--- config.mk ---
export PLATFORM = sky130hd
export DESIGN_NAME = bpsk_tx_controller
export DESIGN_NICKNAME = d
export VERILOG_FILES = /design/src/rtl/bpsk_tx_controller.sv
export SDC_FILE = /design/constraint.sdc
export NUM_CORES = 1
export LEC_CHECK = 0
export CAP_MARGIN = 20
export CORE_UTILIZATION = 31
export CTS_CLUSTER_DIAMETER = 150
export CTS_CLUSTER_SIZE = 40
export DETAILED_ROUTE_END_ITERATION = 8
export REMOVE_ABC_BUFFERS = 1
export SLEW_MARGIN = 20
export SYNTH_ARGS = -nofsm -noshare
export SYNTH_HDL_FRONTEND = slang
export SYNTH_SLANG_ARGS = --single-unit
--- constraint.sdc ---
create_clock -name clk -period 5.2 [get_ports clk]
set_input_delay 1.04 -clock clk [delete_from_list [all_inputs] [get_ports clk]]
set_output_delay 1.04 -clock clk [all_outputs]
set_load 0.005 [all_outputs]
--- src/rtl/bpsk_tx_controller.sv ---
// Frame sequencer for the BPSK modulator: preamble, payload staging with
// underrun padding, flush of the last word and a modulator-off inter-frame gap.
module bpsk_tx_controller #(
  parameter int                    SAMPLE_NUMBER = 256,
  parameter int                    DATA_WIDTH    = 12,
  parameter logic [DATA_WIDTH-1:0] PREAMBLE_WORD = 12'hF0F,
  parameter int                    PREAMBLE_LEN  = 2,
  parameter logic [DATA_WIDTH-1:0] PAD_WORD      = 12'h000,
  parameter int                    GAP_PERIODS   = 4
) (
  input  logic                             clk,
  input  logic                             rst_n,
  input  logic                             s_valid,
  input  logic [DATA_WIDTH-1:0]            s_data,
  input  logic                             s_last,
  output logic                             s_ready,
  output logic                             mod_en,
  output logic [$clog2(SAMPLE_NUMBER)-1:0] mod_cnt,
  output logic [DATA_WIDTH-1:0]            mod_data,
  output logic                             tx_active,
  output logic                             underrun,
  output logic                             frame_done,
  output logic                             busy
);

  localparam int CW = $clog2(SAMPLE_NUMBER);
  localparam int BW = (DATA_WIDTH > 1) ? $clog2(DATA_WIDTH) : 1;
  localparam int PW = $clog2(PREAMBLE_LEN + 1);
  localparam int GW = $clog2(GAP_PERIODS + 1);

  localparam logic [CW-1:0] CNT_MAX  = CW'(SAMPLE_NUMBER - 1);
  localparam logic [BW-1:0] BIT_MAX  = BW'(DATA_WIDTH - 1);
  localparam logic [PW-1:0] PRE_LAST = PW'(PREAMBLE_LEN - 1);
  localparam logic [GW-1:0] GAP_LAST = GW'(GAP_PERIODS - 1);

  localparam logic [2:0] S_IDLE  = 3'd0;
  localparam logic [2:0] S_FILL  = 3'd1;
  localparam logic [2:0] S_PRE   = 3'd2;
  localparam logic [2:0] S_PAY   = 3'd3;
  localparam logic [2:0] S_FLUSH = 3'd4;
  localparam logic [2:0] S_GAP   = 3'd5;

  logic [2:0]            state;
  logic [CW-1:0]         cnt;
  logic [BW-1:0]         bit_cnt;
  logic [PW-1:0]         pre_cnt;
  logic [GW-1:0]         gap_cnt;
  logic [DATA_WIDTH-1:0] stage_data;
  logic                  stage_full;
  logic                  stage_last;
  logic                  last_taken;
  logic                  running;
  logic                  boundary;
  logic                  handshake;

  assign running   = (state != S_IDLE);
  assign boundary  = running && (cnt == CNT_MAX) && (bit_cnt == BIT_MAX);
  assign s_ready   = (state == S_PAY) && !stage_full && !last_taken;
  assign handshake = s_valid && s_ready;

  assign mod_en     = (state == S_FILL) || (state == S_PRE) ||
                      (state == S_PAY)  || (state == S_FLUSH);
  assign tx_active  = (state == S_PRE) || (state == S_PAY) || (state == S_FLUSH);
  assign underrun   = (state == S_PAY) && boundary && !stage_full;
  assign frame_done = (state == S_GAP) && boundary && (gap_cnt == GAP_LAST);
  assign busy       = running;
  assign mod_cnt    = cnt;
  assign mod_data   = stage_data;

  // Sample and bit counters; a word period ends when both wrap together.
  always_ff @(posedge clk or negedge rst_n) begin
    if (!rst_n) begin
      cnt     <= '0;
      bit_cnt <= '0;
    end else if (!running) begin
      cnt     <= '0;
      bit_cnt <= '0;
    end else if (cnt == CNT_MAX) begin
      cnt     <= '0;
      bit_cnt <= (bit_cnt == BIT_MAX) ? '0 : bit_cnt + 1'b1;
    end else begin
      cnt <= cnt + 1'b1;
    end
  end

  always_ff @(posedge clk or negedge rst_n) begin
    if (!rst_n) begin
      state      <= S_IDLE;
      pre_cnt    <= '0;
      gap_cnt    <= '0;
      stage_data <= PREAMBLE_WORD;
      stage_full <= 1'b0;
      stage_last <= 1'b0;
      last_taken <= 1'b0;
    end else begin
      case (state)
        S_IDLE: begin
          if (s_valid) state <= S_FILL;
        end
        S_FILL: begin
          if (boundary) begin
            pre_cnt <= PW'(1);
            if (PREAMBLE_LEN == 1) begin
              stage_data <= PAD_WORD;
              state      <= S_PAY;
            end else begin
              state <= S_PRE;
            end
          end
        end
        S_PRE: begin
          if (boundary) begin
            pre_cnt <= pre_cnt + 1'b1;
            if (pre_cnt == PRE_LAST) begin
              stage_data <= PAD_WORD;
              state      <= S_PAY;
            end
          end
        end
        S_PAY: begin
          // s_ready implies an empty stage, so the commit and a new handshake
          // never contend; a handshake on a boundary lands after the commit.
          if (boundary && stage_full) begin
            stage_full <= 1'b0;
            stage_last <= 1'b0;
            stage_data <= PAD_WORD;
            if (stage_last) state <= S_FLUSH;
          end
          if (handshake) begin
            stage_data <= s_data;
            stage_full <= 1'b1;
            stage_last <= s_last;
            if (s_last) last_taken <= 1'b1;
          end
        end
        S_FLUSH: begin
          if (boundary) begin
            gap_cnt <= '0;
            state   <= S_GAP;
          end
        end
        S_GAP: begin
          if (boundary) begin
            if (gap_cnt == GAP_LAST) begin
              state      <= S_IDLE;
              gap_cnt    <= '0;
              pre_cnt    <= '0;
              stage_data <= PREAMBLE_WORD;
              last_taken <= 1'b0;
            end else begin
              gap_cnt <= gap_cnt + 1'b1;
            end
          end
        end
        default: state <= S_IDLE;
      endcase
    end
  end

endmodule

==> impl_metrics.toml <==
[status]
outcome = "finished, final reports clean"

[global_route]
grt_pass1_vias = 1512
overflow = 0
grt.met3_usage = 0.0455
use_met2 = 0.215
grt_usage = 0.150
grt_pass1_wl_mm = 7.30
grtUsageMet1 = 0.208
grt_max_degree = 36
grt_antenna_before_repair = 0
top_usage_layer = "met2"

[floorplan]
die_w_um = 80.2
die_h_um = 80.2
initial_utilization = 0.320
num_rows = 28
die-area_mm2 = 0.00644
design.core.area_mm2 = 0.00592
ios = 42

[sta]
final.setup.tns_ns = 0
finalCritPeriodShare = 0.670
slew_headroom = 0.607
tightest_slew_ns = 0.589
max_freq_mhz = 287
rsz0062_at_grt = "false"
setup_viol_count_final = 0
hold_slack_ns = 0.463
skew_ns = 0.00666
slew_violations = 0
hold_viol = 0
period_minus_slack_ns = 3.49

[critical_path]
cp_data_required_time_ns = 4.16
crit_family = "simple AND/OR/NAND/NOR gates"
worstPathArrival_ns = 2.45
cp_slowest_cell = "clkdlybuf4s50_1"
crit_chain = "ha_1, and3_1, nand3_1, nor3_1, clkdlybuf4s50_1"
ff2ff_path_depth = 5
cp-end-kind = "output pin"
slowest_delay_ns = 0.58
critical_path_class = "flop to output pin"
cp_num_cells = 5
cp-start-kind = "flop"
cp_num_buf_inv = 1
crit_fanout = 5

[cts]
cts.sinks = 35
postCtsSetupBuffers = 0
cts_buffer_depth = 2
clock_latency_ns = 0.29
cts_resized = 0
cts_tree = "yes"
hold_buffers = 0
ctsRootBufferMaster = "clkbuf_8"
clkSlewWorstSetupHoldPaths_ns = 0.07
numCtsBuffers = 5
htreeDepth = 2

[placement]
hpwl_mm = 2.95
place_congestion = 0.746
port_buffers = 41

[yosys]
synth_cells = 192
yosysSeqAreaShare = 0.467
synth_area_per_cell_um2 = 9.88
synth_edf_count = 0
synthDistinctLibCells = 52
synthFlopType = "dfrtp_1"
async_flop_share = 1.00
synth_warnings = 0
ys_ff_latch = 35
synth_area_mm2 = 0.00190

[route]
drtIter0Drc = 82
vias_per_cell = 5.07
wl_mm = 4.28
via_count = 1573
drc = 0
ant_nets = 0
wl_per_cell_um = 13.8
first_pass_iters = 4

[power]
ir_worst_vdd_uv = 195
p_leak_nw = 1.06
power.density_mw_per_mm2 = 299

[worst_hold_path]
min_path_type = "flop to flop"
hold-path-cell-count = 2

[flow_run]
cap_violations = 0

[cells_and_area]
drive_gt1_frac = 0.128
syn2layout_area_growth_pct = 31.3
final_nets = 254
fillers = 566
diodes = 0
[kinds of logic (layout without fill, tap and decap cells)]
family | Yosys count | count (layout) | share of synthesized area
AND/OR/NAND/NOR | 79 | 79 | 0.246
AO/OA/AOI/OAI | 44 | 44 | 0.172
flip-flops | 35 | 35 | 0.467
buffers and inverters | 22 | 65 | 0.0508
XOR/XNOR | 6 | 6 | 0.0277
adder cells (fa/ha/maj) | 4 | 4 | 0.0264
multiplexers | 2 | 2 | 0.0106
[cells in the mapped netlist, types with 3 or more instances]
library cell  instances  share of area
nand3_1               5          0.013
dfstp_2               8           0.11
a32oi_1               8          0.037
nand3b_1              4          0.016
a21oi_1               7          0.018
nor3_1               10          0.026
xnor2_1               4          0.018
nor4_1                3         0.0099
o21ai_0               6          0.016
and3b_1               3          0.014
and3_1                3         0.0099
inv_1                14          0.028
nand2_1              18          0.036
ha_1                  4          0.026
a21o_1                3          0.012
nor2_1               13          0.026
nor2b_1               3         0.0099
buf_2                 5          0.013
dfrtp_1              27           0.36
[flip-flops by register name, summed over array words and instances, names as in the netlist]
signal and cells:
mod_cnt 8, stage_last 1, last_taken 1, pre_cnt 2, mod_data 12, bit_cnt 4, stage_full 1, gap_cnt 3
state 3
[cell usage in the layout, fill, tap and decap left out, types with 2 or more instances in the layout]
cell / instances
clkdlybuf4s50_1: 41
dfrtp_1: 27
nand2_1: 18
inv_1: 14
nor2_1: 13
nor3_1: 10
a32oi_1: 8
dfstp_2: 8
a21oi_1: 7
o21ai_0: 6
clkbuf_8: 6
nand3_1: 5
xnor2_1: 4
nand3b_1: 4
ha_1: 4
and3_1: 3
nor2b_1: 3
and3b_1: 3
a21o_1: 3
nor4_1: 3
xor2_1: 2
nand2b_1: 2
and2_1: 2
a31oi_1: 2
o22ai_1: 2
nor3b_1: 2
a211oi_1: 2
mux2i_1: 2
a22o_1: 2
a22o_2: 2
buf_4: 2
[stage by stage]
| step | instances | power (mW) | instance area [um2] | worst slack, ns | util |
|---|---|---|---|---|---|
| after global placement | 302 | 0.496 | 2370 | 2.07 | 0.401 |
| after CTS | 310 | 0.757 | 2490 | 1.71 | 0.421 |
| final | 310 | 0.745 | 2490 | 1.71 | 0.421 |
| after floorplan | 184 | 0.408 | 1850 | 2.67 | - |
| after global routing | 310 | 0.789 | 2490 | 1.53 | 0.421 |
| after detailed placement | 302 | 0.496 | 2370 | 2.03 | 0.401 |
[routing by layer]
metal,up-vias,part of all wire
met3,5,0.054
met1,749,0.49
met5,-,0
li1,782,-
met2,37,0.44
met4,0,0.017
[report_power, final]
group / internal, mW / switching (mW) / total, mW
Clock: 0.155 / 0.100 / 0.255
Combinational: 0.0872 / 0.0508 / 0.138
Sequential: 0.301 / 0.0510 / 0.352
[worst register-to-register path: stages (launching register included)]
cell	delay [ns]
dfrtp_1	0.64
nor3_1	0.12
buf_4	0.21
nor4_2	0.41
o221ai_2	0.33
a22o_2	0.29
[path summary, 6_finish.rpt]
check	start	slack, ns	end
worst max-delay path	mod_cnt[0]	1.71	frame_done
worst min-delay path	mod_data[10]	0.46	mod_data[10]
worst max register to register	state[2]	3.10	mod_data[5]
worst min register to register	mod_data[10]	0.46	mod_data[10]
max in group asynchronous	rst_n	3.67	mod_data[9]
min in group asynchronous	rst_n	1.18	mod_cnt[5]
[area by class of cell]
type	instances	area [um2]	share of cell area
Clock buffer	6	82.6	0.0332
Multi-Input combinational cell	135	915	0.367
Tap cell	75	93.8	0.0377
Inverter	14	52.6	0.0211
Timing Repair Buffer	43	425	0.171
Clock inverter	2	35.0	0.0141
Sequential cell	35	886	0.356
No activity file was read; power rests on OpenSTA's default activity.
